### config.mk
export PLATFORM = sky130hd
export DESIGN_NAME = digit_counter
export DESIGN_NICKNAME = d
export VERILOG_FILES = /design/src/rtl/digit_counter_pkg.sv /design/src/rtl/digit_counter_counter_digit.sv /design/src/rtl/digit_counter.sv
export SDC_FILE = /design/constraint.sdc
export NUM_CORES = 1
export LEC_CHECK = 0
export ABC_AREA = 1
export BUFFER_PORTS_ARGS = -buffer_cell sky130_fd_sc_hd__buf_2
export CAP_MARGIN = 20
export CORE_ASPECT_RATIO = 1.2
export CORE_MARGIN = 3
export CORE_UTILIZATION = 57
export DETAILED_ROUTE_END_ITERATION = 10
export GPL_ROUTABILITY_DRIVEN = 0
export PLACE_DENSITY_LB_ADDON = 0.12
export SLEW_MARGIN = 5
export SYNTH_ARGS = -nofsm -noshare
export SYNTH_HDL_FRONTEND = slang
export SYNTH_SLANG_ARGS = --single-unit
### constraint.sdc
create_clock -name clk -period 1.8 [get_ports clk]
set_input_delay 0.09 -clock clk [delete_from_list [all_inputs] [get_ports clk]]
set_output_delay 0.09 -clock clk [all_outputs]
set_load 0.05 [all_outputs]
### src/rtl/digit_counter_pkg.sv
// -----------------------------------------------------------------------------
// digit_counter_pkg
// Shared types and constants for the multi-digit up/down counter.
//
// Build option:
//   COUNTER_BCD_EN  defined   -> decimal digits 0-9, loaded nibbles > 9 stored as 9
//                   undefined -> hex digits 0-F, loaded nibbles stored unmodified
// -----------------------------------------------------------------------------
package digit_counter_pkg;

    typedef logic [3:0] digit_t;

    localparam int unsigned PRESCALE_W = 16;

`ifdef COUNTER_BCD_EN
    localparam digit_t DIGIT_MAX = 4'd9;
`else
    localparam digit_t DIGIT_MAX = 4'd15;
`endif

    // Maps a raw load nibble onto the legal digit range of this build.
    function automatic digit_t clamp_digit(input digit_t d);
`ifdef COUNTER_BCD_EN
        return (d > DIGIT_MAX) ? DIGIT_MAX : d;
`else
        return d;
`endif
    endfunction

endpackage

### src/rtl/digit_counter_counter_digit.sv
// -----------------------------------------------------------------------------
// counter_digit
// One 4-bit digit register of the ripple counter chain. Counts up or down by
// one when step_in is high, wrapping at 0 / DIGIT_MAX and flagging carry
// (up) or borrow (down) to the next digit on the same cycle.
//
// Build option: COUNTER_BCD_EN selects decimal (0-9) versus hex (0-F) digits.
//
// Ports:
//   clk        in   system clock, rising edge
//   n_rst      in   asynchronous active-low reset
//   clear      in   synchronous clear to 0 (highest priority)
//   load       in   synchronous load of load_value (clamped to DIGIT_MAX)
//   load_value in   4-bit load nibble
//   up         in   1 = count up, 0 = count down
//   step_in    in   advance this digit this cycle (carry/borrow from below)
//   value      out  registered digit value
//   step_out   out  this digit wraps on this step; advances the next digit
// -----------------------------------------------------------------------------
module counter_digit
    import digit_counter_pkg::*;
(
    input  logic   clk,
    input  logic   n_rst,
    input  logic   clear,
    input  logic   load,
    input  digit_t load_value,
    input  logic   up,
    input  logic   step_in,
    output digit_t value,
    output logic   step_out
);

    digit_t value_q;
    digit_t value_d;
    logic   at_limit;

    // Limit is the value that wraps in the current direction.
    assign at_limit = up ? (value_q == DIGIT_MAX) : (value_q == 4'd0);
    assign step_out = step_in && at_limit;
    assign value    = value_q;

    always_comb begin
        value_d = value_q;
        if (clear) begin
            value_d = 4'd0;
        end else if (load) begin
            value_d = clamp_digit(load_value);
        end else if (step_in) begin
            if (up) begin
                value_d = at_limit ? 4'd0 : value_q + 4'd1;
            end else begin
                value_d = at_limit ? DIGIT_MAX : value_q - 4'd1;
            end
        end
    end

    always_ff @(posedge clk or negedge n_rst) begin
        if (!n_rst) begin
            value_q <= 4'd0;
        end else begin
            value_q <= value_d;
        end
    end

endmodule

### src/rtl/digit_counter.sv
// -----------------------------------------------------------------------------
// digit_counter
// Multi-digit up/down counter with prescaler, synchronous clear and load.
// Each 4-bit digit feeds one hex_display decoder directly. rollover_flag
// pulses for the single cycle in which the fully wrapped count is on digits.
//
// Build option: COUNTER_BCD_EN selects decimal digits (0-9, loads clamped
// to 9); otherwise digits are full hex.
//
// Parameters:
//   NUM_DIGITS  number of 4-bit digits (1-8)
//   PRESCALE    enabled cycles per count step (1-65535)
//
// Ports:
//   clk           in   system clock, rising edge
//   n_rst         in   asynchronous active-low reset
//   clear         in   synchronous clear of digits and prescaler
//   load          in   synchronous parallel load
//   load_value    in   load data, digit 0 in bits [3:0]
//   count_enable  in   advance prescaler/counter while high
//   up            in   1 = up, 0 = down; sampled on each step
//   digits        out  current count, digit 0 in bits [3:0]
//   rollover_flag out  one-cycle pulse on full wrap
// -----------------------------------------------------------------------------
module digit_counter
    import digit_counter_pkg::*;
#(
    parameter int unsigned NUM_DIGITS = 4,
    parameter int unsigned PRESCALE   = 1
) (
    input  logic                    clk,
    input  logic                    n_rst,
    input  logic                    clear,
    input  logic                    load,
    input  logic [4*NUM_DIGITS-1:0] load_value,
    input  logic                    count_enable,
    input  logic                    up,
    output logic [4*NUM_DIGITS-1:0] digits,
    output logic                    rollover_flag
);

    localparam logic [PRESCALE_W-1:0] PRESCALE_TC = PRESCALE_W'(PRESCALE - 1);

    logic [PRESCALE_W-1:0] prescale_q;
    logic [PRESCALE_W-1:0] prescale_d;
    logic                  rollover_q;
    logic                  rollover_d;
    logic                  step;
    logic [NUM_DIGITS:0]   carry;

    // clear and load take precedence, so a step only happens when neither is high.
    assign step     = count_enable && !clear && !load && (prescale_q == PRESCALE_TC);
    assign carry[0] = step;

    always_comb begin
        prescale_d = prescale_q;
        if (clear || load) begin
            prescale_d = '0;
        end else if (count_enable) begin
            prescale_d = step ? '0 : prescale_q + 1'b1;
        end
    end

    // A carry out of the top digit means every digit wrapped on this step.
    always_comb begin
        rollover_d = carry[NUM_DIGITS];
    end

    always_ff @(posedge clk or negedge n_rst) begin
        if (!n_rst) begin
            prescale_q <= '0;
            rollover_q <= 1'b0;
        end else begin
            prescale_q <= prescale_d;
            rollover_q <= rollover_d;
        end
    end

    genvar gi;
    generate
        for (gi = 0; gi < NUM_DIGITS; gi++) begin : g_digit
            counter_digit u_digit (
                .clk        (clk),
                .n_rst      (n_rst),
                .clear      (clear),
                .load       (load),
                .load_value (load_value[4*gi +: 4]),
                .up         (up),
                .step_in    (carry[gi]),
                .value      (digits[4*gi +: 4]),
                .step_out   (carry[gi+1])
            );
        end
    endgenerate

    assign rollover_flag = rollover_q;

endmodule

==> run summary, run 1 <==
Status
- complete, no violations — outcome

Routing
- 0 — number of design rule violations left after detail routing
- 0 — remaining antenna violation count after routing
- 6650 µm — wire length reported by the detailed router
- 2749 — via count
- 13.2 µm — average detailed-routed wire length per instance
- 157 — DR iter-0 viols
- 5.45 — Vias/cell
- 5 — Pre-Repair DR Iteration Count

Power
- 0.794 mW — Net Sw Power
- 716 nW/µm² — power density cells
- 0.439 mV — VDD IR max
- 1.48 mW — internal power
- 0.317 — part of the total power dissipated in the clock network
- 0.349 — sw frac
- 0.313 — combinational fraction of design power
- 1.62 nW — static power due to leakage
- 0.370 — relative contribution of sequential cells to total power

Clocking
- 5 — number of buffers created by CTS
- 290 ps — worst-skew pair later-pin latency
- yes — TritonCTS clock tree
- 33 — number of sinks on the clock net
- 80 ps — clock-pin slew on the worst setup and hold paths
- 2 — count of H-tree levels built during CTS
- sky130_fd_sc_hd__clkbuf_8 — clock root buffer
- 2 — worst-case clock buffer depth

Worst hold path
- g_digit[0].u_digit.value[0]$_DFFE_PN0P_ — worst hold endpoint
- 3 — Worst Hold Depth
- load_value[0] — Hold Path Origin
- input pin to register — type of the most critical hold path

Timing
- 0.578 GHz — Highest Clock Rate
- 69.9 ps — worst-case setup margin in the final layout
- 135 ps — Hold Worst Slack
- 0.496 — tightest slew margin relative to the limit
- 756 ps — pin slew with the least headroom to its limit
- 14.1 ps — worst clock skew on the final layout
- 0 — final-report max-slew violation count
- 1730 ps — final critical path time including I/O delays and setup
- 0 ps — total negative setup slack
- 0 — final hold viol count
- 0.961 — period utilization
- 0 — endpoints failing setup

Yosys
- 2540 µm² — synthesized area
- simple AND/OR/NAND/NOR gates — combinational family with the most area after synthesis
- 0 — multiplexer fraction of the synthesized cell area
- 0 — yosys warns
- sky130_fd_sc_hd__dfrtp_1 — dominant cell type by area after synthesis
- 33 — flops & latches, synth
- 0.399 — simple-gate share of the synthesized area
- sky130_fd_sc_hd__dfrtp_1 (32%), sky130_fd_sc_hd__nand2_1 (13%), sky130_fd_sc_hd__nor2_1 (10%) — leading post-synthesis cells by cell area
- 0 — number of enable flip-flop cells after synthesis
- sky130_fd_sc_hd__dfrtp_1 — most used flip-flop cell after synthesis
- 418 — net count of the mapped netlist
- sky130_fd_sc_hd__nand2_1 (89), sky130_fd_sc_hd__nor2_1 (70), sky130_fd_sc_hd__inv_1 (47) — commonest cells in the synthesized netlist
- 6.58 µm² — mean area per synthesized cell
- 0.325 — part of the Yosys area used for sequential elements
- 0.0138 — XOR/XNOR share of the synthesized area
- 0.119 — Synth Area in Compound Gates
- 31 — number of distinct library cells after synthesis
- 0.325 — proportion of netlist area held by the largest area contributor
- sky130_fd_sc_hd__nand2_1 — most numerous cell in the Yosys netlist
- 1.00 — share of flip-flops with an asynchronous set or reset after synthesis
- 0.0492 — area share of fa/ha/maj cells after synthesis
- 386 — number of cells produced by synthesis

Cells and area
- 0 — count of inserted antenna diode cells
- 504 — Final Non-Filler Cells
- 0.238 — share of final-layout standard cells stronger than drive strength 1
- 25.3% — Synth-to-Final Area Change
- 481 — fin nets

Floorplan
- 39 — I/O pins
- 0.615 — initial standard-cell utilization of the core
- 67.0 µm — Die X
- 79.1 µm — Die Span Y
- 4130 µm² — placeable core region
- 5300 µm² — die footprint
- 25 — floorplan row count

Worst setup path
- 1970 ps — worst endpoint required time
- 7 — crit-path max FO
- prescale_q[1]$_DFFE_PN0P_ — startpoint of the lowest-slack register-to-register path
- 1900 ps — arrival time worst endpoint
- register — Worst Setup End Kind
- register — crit path launch type
- 70 ps — reg-to-reg setup timing slack
- register to register — Setup CP Type
- g_digit[2].u_digit.value[1]$_DFFE_PN0P_ — RR Endpoint
- 11 — number of cells on the worst reg-to-reg path

GRT
- 0 — antenna violations before repair
- 10600 µm — global-route wire length before repair
- 34 — maximum number of pins on one net before global-route repair
- 0.253 — Total GRT Usage
- 2511 — vias in the first global route
- 0 — GRT overflow

Place
- 4630 µm — Detail Placement HPWL
- 479 — number of placed instances with taps included
- 38 — Port-buffer cells
- 84.9 ps — worst-case setup slack after placement

Flow run
- 0 — number of maximum-capacitance constraint violations

[state kept, by name (all words and copies together), names as in the netlist]
| name | cells |
|---|---|
| prescale_q | 16 |
| g_digit.u_digit.value | 16 |
| rollover_flag | 1 |
[power groups by stage]
stage               sequential (mW)  clock [mW]  combinational (mW)
finish                        0.844       0.721               0.713
global route                  0.851       0.765               0.790
CTS                           0.840       0.730               0.620
detailed placement            0.854           0               0.614
global placement              0.853           0               0.605
floorplan                     0.986           0               0.310
[critical path: stages, from the launching register on]
cell and delay (ps):
sky130_fd_sc_hd__dfrtp_1 410, sky130_fd_sc_hd__inv_2 90, sky130_fd_sc_hd__ha_4 150, sky130_fd_sc_hd__inv_2 40, sky130_fd_sc_hd__nor2_2 90, sky130_fd_sc_hd__nand3_1 100, sky130_fd_sc_hd__nor2_2 170, sky130_fd_sc_hd__nand4_1 200
sky130_fd_sc_hd__nand2_2 180, sky130_fd_sc_hd__inv_1 70, sky130_fd_sc_hd__nand2_1 70, sky130_fd_sc_hd__nand2_1 50
[metrics by stage]
stage	instance area [µm²]	total power, mW	util
6_report	3180	2.28	0.771
5_1_grt	3180	2.41	0.771
4_1_cts	2960	2.19	0.716
3_5_place_dp	2830	1.47	0.685
3_3_place_gp	2830	1.46	0.685
2_1_floorplan	2540	1.30	-
[logic make-up (layout without fill, tap and decap cells)]
| family | Yosys count | after routing |
|---|---|---|
| simple gates | 227 | 227 |
| buf+inv | 58 | 122 |
| compound gates | 54 | 54 |
| flops | 33 | 33 |
| fa+ha+maj | 10 | 10 |
| xor+xnor | 4 | 4 |
[how the worst max path moves through the flow]
stage,start,to,slack [ps],cells after the start
floorplan,g_digit[0].u_digit.value[0]$_DFFE_PN0P_,g_digit[2].u_digit.value[3]$_DFFE_PN0P_,3,11
finish,prescale_q[1]$_DFFE_PN0P_,g_digit[2].u_digit.value[1]$_DFFE_PN0P_,70,11
global route,g_digit[0].u_digit.value[0]$_DFFE_PN0P_,g_digit[3].u_digit.value[1]$_DFFE_PN0P_,-60,10
global placement,g_digit[0].u_digit.value[0]$_DFFE_PN0P_,g_digit[2].u_digit.value[1]$_DFFE_PN0P_,130,11
detailed placement,g_digit[1].u_digit.value[0]$_DFFE_PN0P_,g_digit[2].u_digit.value[3]$_DFFE_PN0P_,80,11
CTS,g_digit[0].u_digit.value[0]$_DFFE_PN0P_,g_digit[2].u_digit.value[1]$_DFFE_PN0P_,30,11
[per-layer routing]
layer	up-vias	share of wire	track usage
met5	-	0	0
met4	0	0.019	0.0933
met3	16	0.047	0.0311
met2	85	0.52	0.461
met1	1270	0.42	0.298
li1	1378	-	-
[timing repair]
| action | in CTS | in global routing |
|---|---|---|
| setup endpoints to repair | 0 | 26 |
| gates resized for setup | 0 | 31 |
| setup buffers | 0 | 15 |
| hold endpoints to repair | 33 | 0 |
| hold buffers | 1 | 0 |
[cell type report]
type | instances | area (µm²)
sequential | 33 | 830
inverter | 47 | 180
timing repair buffer | 66 | 423
timing repair inverter | 1 | 7.51
clock buffer | 7 | 86.3
fill | 307 | 946
multi-input combinational | 295 | 1560
tap | 54 | 67.6
clock inverter | 1 | 30.0
[placed cells by master, fill, tap and decap left out, types with 2 or more instances in the layout]
master / netlist / layout
sky130_fd_sc_hd__nand2_1: 89 / 84
sky130_fd_sc_hd__nor2_1: 70 / 66
sky130_fd_sc_hd__inv_1: 47 / 39
sky130_fd_sc_hd__buf_2: 5 / 38
sky130_fd_sc_hd__nand3_1: 37 / 37
sky130_fd_sc_hd__dfrtp_1: 33 / 30
sky130_fd_sc_hd__o21ai_0: 27 / 27
sky130_fd_sc_hd__buf_4: 0 / 24
sky130_fd_sc_hd__a21oi_1: 16 / 16
sky130_fd_sc_hd__nand4_1: 14 / 14
sky130_fd_sc_hd__inv_2: 0 / 7
sky130_fd_sc_hd__ha_1: 10 / 7
sky130_fd_sc_hd__o211ai_1: 6 / 6
sky130_fd_sc_hd__clkbuf_8: 0 / 6
sky130_fd_sc_hd__nor2_2: 2 / 5
sky130_fd_sc_hd__nor3_1: 5 / 5
sky130_fd_sc_hd__nand2_2: 1 / 4
sky130_fd_sc_hd__nand2_4: 1 / 3
sky130_fd_sc_hd__xor2_1: 3 / 3
sky130_fd_sc_hd__ha_4: 0 / 3
sky130_fd_sc_hd__dfrtp_2: 0 / 3
sky130_fd_sc_hd__nor2_4: 1 / 2
sky130_fd_sc_hd__clkinvlp_4: 0 / 2
sky130_fd_sc_hd__nand3_2: 2 / 2
sky130_fd_sc_hd__buf_6: 2 / 2
(Power assumes the default switching activity.)
==> run 2: changes to the inputs <==
--- a/config.mk
+++ b/config.mk
@@ -5,11 +5,9 @@
 export SDC_FILE = /design/constraint.sdc
 export NUM_CORES = 1
 export LEC_CHECK = 0
-export ABC_AREA = 1
 export BUFFER_PORTS_ARGS = -buffer_cell sky130_fd_sc_hd__buf_2
 export CAP_MARGIN = 20
 export CORE_ASPECT_RATIO = 1.2
-export CORE_MARGIN = 3
 export CORE_UTILIZATION = 57
 export DETAILED_ROUTE_END_ITERATION = 10
 export GPL_ROUTABILITY_DRIVEN = 0
==> run 2 against run 1 <==
Compared with the run above: the flow now finishes with violations (negative setup slack); area after synthesis shrank 7.2%; design area grew 8.2%; clock power shrank 17%; combinational power shrank 4.6%; sequential power shrank 5.7%; critical path type unchanged.
==> run summary, run 2 <==
Timing
- 31 — endpoints failing setup
- yes — setup repair after global routing missed its margin
- 1.28 — period utilization
- 9.24 ps — worst clock skew on the final layout
- 2300 ps — final critical path time including I/O delays and setup
- 0.434 GHz — Highest Clock Rate
- 776 ps — pin slew with the least headroom to its limit
- 0.482 — tightest slew margin relative to the limit
- 0 — final-report max-slew violation count
- -505 ps — worst-case setup margin in the final layout
- 0 — final hold viol count
- -8040 ps — total negative setup slack

Routing
- 277 — DR iter-0 viols
- 4 — Pre-Repair DR Iteration Count
- 2531 — via count
- 5.98 — Vias/cell
- 7410 µm — wire length reported by the detailed router
- 0 — number of design rule violations left after detail routing
- 17.5 µm — average detailed-routed wire length per instance
- 0 — remaining antenna violation count after routing

Clocking
- yes — TritonCTS clock tree
- 33 — number of sinks on the clock net
- 70 ps — clock-pin slew on the worst setup and hold paths
- 290 ps — worst-skew pair later-pin latency
- sky130_fd_sc_hd__clkbuf_8 — clock root buffer
- 2 — worst-case clock buffer depth
- 2 — count of H-tree levels built during CTS
- 5 — number of buffers created by CTS

Yosys
- 257 — number of cells produced by synthesis
- 0 — yosys warns
- 2360 µm² — synthesized area
- sky130_fd_sc_hd__dfrtp_1 — most used flip-flop cell after synthesis
- 0.350 — part of the Yosys area used for sequential elements
- sky130_fd_sc_hd__dfrtp_1 (33), sky130_fd_sc_hd__nor2_1 (27), sky130_fd_sc_hd__inv_1 (19) — commonest cells in the synthesized netlist
- sky130_fd_sc_hd__dfrtp_1 — dominant cell type by area after synthesis
- 0.350 — proportion of netlist area held by the largest area contributor
- 9.17 µm² — mean area per synthesized cell
- 0 — number of enable flip-flop cells after synthesis
- 1.00 — share of flip-flops with an asynchronous set or reset after synthesis
- 33 — flops & latches, synth
- 289 — net count of the mapped netlist
- sky130_fd_sc_hd__dfrtp_1 — most numerous cell in the Yosys netlist
- sky130_fd_sc_hd__dfrtp_1 (35%), sky130_fd_sc_hd__ha_1 (5.3%), sky130_fd_sc_hd__nor2_1 (4.3%) — leading post-synthesis cells by cell area
- 58 — number of distinct library cells after synthesis

GRT
- 0.325 — Total GRT Usage
- 34 — maximum number of pins on one net before global-route repair
- 2360 — vias in the first global route
- 0 — antenna violations before repair
- 10700 µm — global-route wire length before repair
- 0 — GRT overflow

Worst hold path
- g_digit[2].u_digit.value[3]$_DFFE_PN0P_ — worst hold endpoint
- load_value[11] — Hold Path Origin
- 3 — Worst Hold Depth
- input pin to register — type of the most critical hold path

Cells and area
- 400 — fin nets
- 46.1% — Synth-to-Final Area Change
- 423 — Final Non-Filler Cells
- 0.425 — share of final-layout standard cells stronger than drive strength 1
- 0 — count of inserted antenna diode cells
- 3440 µm² — cell area after layout
- sky130_fd_sc_hd__buf_4 — leading cell type in the layout, fill and taps excluded
- sky130_fd_sc_hd__buf_4 (64), sky130_fd_sc_hd__buf_2 (38), sky130_fd_sc_hd__dfrtp_1 (28), sky130_fd_sc_hd__nor2_1 (27), sky130_fd_sc_hd__inv_1 (15) — top library cells by usage in the layout, fill and taps aside

Floorplan
- 25 — floorplan row count
- 60.7 µm — Die X
- 3940 µm² — placeable core region
- 72.4 µm — Die Span Y
- 0.598 — initial standard-cell utilization of the core
- 39 — I/O pins
- 4400 µm² — die footprint

Worst setup path
- sky130_fd_sc_hd__buf_6 — CP most frequent cell
- 420 ps — delay contributed by the slowest stage of the critical path
- -500 ps — reg-to-reg setup timing slack
- g_digit[3].u_digit.value[0]$_DFFE_PN0P_ — RR Endpoint
- 3 — number of buffers and inverters on the critical path
- g_digit[0].u_digit.value[1]$_DFFE_PN0P_ — startpoint of the lowest-slack register-to-register path
- sky130_fd_sc_hd__dfrtp_2 — cell at the slowest stage of the critical path
- inv_2 -> ha_4 -> or3b_4 -> mux2_4 -> buf_6 -> nor4b_4 -> buf_6 -> mux2i_2 -> o21ai_1 — series of cell instances along the critical path
- register to register — Setup CP Type
- 1980 ps — worst endpoint required time
- register — crit path launch type
- simple AND/OR/NAND/NOR gates — family of cells with the greatest summed delay on the critical path
- register — Worst Setup End Kind
- 5 — crit-path max FO
- 2480 ps — arrival time worst endpoint
- 9 — number of cells on the worst reg-to-reg path

Place
- 4610 µm — Detail Placement HPWL
- -477 ps — worst-case setup slack after placement
- 38 — Port-buffer cells
- 3050 µm² — post-detailed-placement cell area
- 399 — number of placed instances with taps included

Power
- 1.63 nW — static power due to leakage
- 0.427 mV — VDD IR max
- 602 nW/µm² — power density cells

Status
- complete, but fails checks — outcome
- negative setup slack — violated checks

Flow run
- 0 — number of maximum-capacitance constraint violations

## run 2: cell types whose count changed in the layout (fill, tap and decap cells not counted), sizes merged, moves of 7 or more
| cell | before | now |
|---|---|---|
| nor4 | 0 | 7 |
| xor2 | 3 | 10 |
| nand2 | 92 | 14 |
| inv | 46 | 19 |
| nor2 | 73 | 27 |
| mux2i | 0 | 9 |
| o21ai | 27 | 8 |
| buf | 65 | 114 |
| nand3 | 40 | 7 |
| nand4 | 14 | 4 |
## run 2: worst min-delay path, cell delays in order
cell and delay (ps):
sky130_fd_sc_hd__buf_2 80, sky130_fd_sc_hd__nand2_1 40, sky130_fd_sc_hd__o31ai_1 70
## run 2: final cells by class
type / instances / area [µm²]
multi-input combinational: 193 / 1560
sequential: 33 / 832
timing repair buffer: 115 / 816
fill: 209 / 498
clock buffer: 8 / 90.1
inverter: 20 / 75.1
tap: 54 / 67.6
## run 2: worst max path at each step
stage	depth (start not counted)	end	start	slack [ps]
2_1_floorplan	7	g_digit[2].u_digit.value[2]$_DFFE_PN0P_	g_digit[0].u_digit.value[0]$_DFFE_PN0P_	-630
3_3_place_gp	7	g_digit[2].u_digit.value[2]$_DFFE_PN0P_	g_digit[0].u_digit.value[1]$_DFFE_PN0P_	-420
3_5_place_dp	7	g_digit[2].u_digit.value[2]$_DFFE_PN0P_	g_digit[0].u_digit.value[0]$_DFFE_PN0P_	-480
4_1_cts	9	g_digit[3].u_digit.value[0]$_DFFE_PN0P_	g_digit[0].u_digit.value[0]$_DFFE_PN0P_	-460
5_1_grt	9	g_digit[3].u_digit.value[0]$_DFFE_PN0P_	g_digit[0].u_digit.value[1]$_DFFE_PN0P_	-530
6_report	9	g_digit[3].u_digit.value[0]$_DFFE_PN0P_	g_digit[0].u_digit.value[1]$_DFFE_PN0P_	-500
## run 2: power by group
group,total (mW),switching (mW),internal (mW)
sequential,0.796,0.0257,0.771
clock,0.596,0.284,0.312
combinational,0.680,0.393,0.287
## run 2: cells by family after synthesis
group           count (synthesis)  share of synthesized area
fa+ha+maj                      10                     0.0531
buf+inv                        31                     0.0494
compound gates                 68                      0.201
xor+xnor                       17                     0.0632
flops                          33                      0.350
mux                            11                     0.0494
simple gates                   87                      0.234
## run 2: repair_timing
action	in CTS	in global routing
pin swaps	14	13
hold buffers	1	0
resized for setup	7	31
endpoints found under the hold margin	33	0
gates cloned	0	1
buffers inserted	8	8
setup endpoints to repair	13	30
## run 2: through the flow
| step | hold WS (ps) | util | total power [mW] |
|---|---|---|---|
| after floorplan | -206 | - | 1.15 |
| after global placement | 201 | 0.774 | 1.36 |
| after detailed placement | 207 | 0.774 | 1.37 |
| after CTS | 4.97 | 0.826 | 2.00 |
| after global routing | 25.5 | 0.874 | 2.16 |
| final | 24.1 | 0.874 | 2.07 |
## run 2: per-layer routing
metal	up-vias	GRT usage	wire, µm
li1	1174	-	-
met3	23	0.0570	461
met5	-	0	0
met1	1212	0.369	2730
met4	0	0.162	205
met2	122	0.570	4020
==> run 3: changes to the inputs <==
--- a/config.mk
+++ b/config.mk
@@ -7,7 +7,6 @@
 export LEC_CHECK = 0
 export BUFFER_PORTS_ARGS = -buffer_cell sky130_fd_sc_hd__buf_2
 export CAP_MARGIN = 20
-export CORE_ASPECT_RATIO = 1.2
 export CORE_UTILIZATION = 57
 export DETAILED_ROUTE_END_ITERATION = 10
 export GPL_ROUTABILITY_DRIVEN = 0
==> run 3 against run 2 <==
Compared with the run above: the run still ends with negative setup slack left; worst hold slack lost 14 ps; sequential power down 0.5%; flip-flop and latch count stayed put; non-clock buffer count is 10 lower; worst setup slack better by 36 ps; cell count decreased by 3.3%; critical path type unchanged; largest cell class unchanged; largest power group unchanged.
==> run summary, run 3 (synthesis results as in run 2) <==
Status
- complete, but fails checks — outcome
- negative setup slack — violated checks

GRT
- 2318 — vias in the first global route
- 10200 µm — global-route wire length before repair
- 0.309 — Total GRT Usage
- 34 — maximum number of pins on one net before global-route repair
- 0 — antenna violations before repair
- 0 — GRT overflow

Power
- 2.14 mW — Total Power Consumption
- 1.56 nW — static power due to leakage
- 0.422 mV — VDD IR max
- 649 nW/µm² — power density cells

Worst setup path
- register — crit path launch type
- sky130_fd_sc_hd__o31a_1 — CP most frequent cell
- 1970 ps — worst endpoint required time
- register — Worst Setup End Kind
- 3 — crit-path max FO
- register to register — Setup CP Type
- 400 ps — delay contributed by the slowest stage of the critical path
- 2430 ps — arrival time worst endpoint
- inv_2 -> ha_4 -> or3b_4 -> mux2_4 -> or3_4 -> o31a_1 -> o31a_1 — series of cell instances along the critical path
- sky130_fd_sc_hd__dfrtp_2 — cell at the slowest stage of the critical path

Cells and area
- 409 — Final Non-Filler Cells
- 40.0% — Synth-to-Final Area Change
- 0.831 — final core utilization
- 390 — fin nets
- 0 — count of inserted antenna diode cells
- sky130_fd_sc_hd__buf_4 (64), sky130_fd_sc_hd__buf_2 (38), sky130_fd_sc_hd__dfrtp_1 (28), sky130_fd_sc_hd__nor2_1 (27), sky130_fd_sc_hd__inv_1 (17) — top library cells by usage in the layout, fill and taps aside
- 0.396 — share of final-layout standard cells stronger than drive strength 1
- 234 — count of fill cells added during filler insertion
- sky130_fd_sc_hd__buf_4 — leading cell type in the layout, fill and taps excluded

Timing
- 1.26 — period utilization
- 767 ps — pin slew with the least headroom to its limit
- yes — setup repair after global routing missed its margin
- 2270 ps — final critical path time including I/O delays and setup
- -469 ps — worst-case setup margin in the final layout
- 0 — final hold viol count
- 0.489 — tightest slew margin relative to the limit
- 0 — final-report max-slew violation count
- 13 — endpoints failing setup
- 0.441 GHz — Highest Clock Rate
- 11.3 ps — worst clock skew on the final layout

Place
- 4460 µm — Detail Placement HPWL
- 394 — number of placed instances with taps included
- 38 — Port-buffer cells

Clocking
- 33 — number of sinks on the clock net
- 5 — number of buffers created by CTS
- yes — TritonCTS clock tree
- 2 — worst-case clock buffer depth
- 80 ps — clock-pin slew on the worst setup and hold paths
- sky130_fd_sc_hd__clkbuf_8 — clock root buffer
- 290 ps — worst-skew pair later-pin latency
- 2 — count of H-tree levels built during CTS

Routing
- 0 — remaining antenna violation count after routing
- 173 — DR iter-0 viols
- 15.5 µm — average detailed-routed wire length per instance
- 4 — Pre-Repair DR Iteration Count
- 6350 µm — wire length reported by the detailed router
- 0 — number of design rule violations left after detail routing
- 5.87 — Vias/cell
- 2400 — via count

Floorplan
- 39 — I/O pins
- 66.3 µm — Die X
- 4400 µm² — die footprint
- 23 — floorplan row count
- 0.594 — initial standard-cell utilization of the core
- 66.3 µm — Die Span Y
- 3970 µm² — placeable core region

Worst hold path
- input pin to register — type of the most critical hold path

Flow run
- 0 — number of maximum-capacitance constraint violations

-- run 3: critical path: cells and delay by family, from the launching register on --
kind	cells	cell delay, ps
AND/OR/NAND/NOR	2	750
AO/OA/AOI/OAI	2	490
multiplexers	1	290
adder cells (fa/ha/maj)	1	130
buffers and inverters	1	90
flip-flops	1	400
-- run 3: final timing paths --
check / startpoint / to / slack, ps / cells past startpoint
setup reg to reg: g_digit[0].u_digit.value[0]$_DFFE_PN0P_ / g_digit[2].u_digit.value[2]$_DFFE_PN0P_ / -470 / 7
setup / recovery: g_digit[0].u_digit.value[0]$_DFFE_PN0P_ / g_digit[2].u_digit.value[2]$_DFFE_PN0P_ / -470 / 7
hold / removal: load_value[15] / g_digit[3].u_digit.value[3]$_DFFE_PN0P_ / 10 / 3
max in group asynchronous: n_rst / g_digit[0].u_digit.value[0]$_DFFE_PN0P_ / 830 / 2
min in group asynchronous: n_rst / rollover_flag$_DFF_PN0_ / 410 / 2
hold reg to reg: prescale_q[1]$_DFFE_PN0P_ / prescale_q[1]$_DFFE_PN0P_ / 660 / 3
-- run 3: cell type report --
cell class	count	area [µm²]	share of cell area
Sequential cell	33	832	0.252
Clock buffer	7	86.3	0.0262
Clock inverter	1	30.0	0.00910
Tap cell	50	62.6	0.0190
Timing Repair Buffer	105	712	0.216
Multi-Input combinational cell	193	1500	0.455
Inverter	20	75.1	0.0227
-- run 3: power by group --
part / total (mW) / switching, mW / internal [mW]
registers: 0.792 / 0.0218 / 0.770
clock network: 0.732 / 0.281 / 0.451
logic: 0.619 / 0.367 / 0.252
-- run 3: stage by stage --
| stage | hold slack [ps] | cell area (µm²) | setup WS, ps | setup TNS (ps) |
|---|---|---|---|---|
| floorplan | -206 | 2380 | -631 | -5110 |
| global placement | 200 | 3050 | -415 | -4050 |
| detailed placement | 201 | 3050 | -458 | -4380 |
| CTS | 6.66 | 3240 | -442 | -4120 |
| global route | 20.0 | 3300 | -549 | -5940 |
| finish | 10.0 | 3300 | -469 | -4740 |
-- run 3: repair_timing --
| action | in CTS | in global routing |
|---|---|---|
| cloned | 0 | 0 |
| hold buffers | 1 | 0 |
| setup endpoints to repair | 14 | 30 |
| pin swaps | 8 | 9 |
| setup buffers | 3 | 3 |
| hold endpoints to repair | 33 | 0 |
| resized for setup | 8 | 7 |
-- run 3: metal layers --
metal | global-route usage | part of all wire | vias to the layer above
met2 | 0.551 | 0.51 | 76
met5 | 0 | 0 | -
li1 | - | - | 1148
met4 | 0.130 | 0.019 | 0
met1 | 0.361 | 0.42 | 1155
met3 | 0.0534 | 0.046 | 21
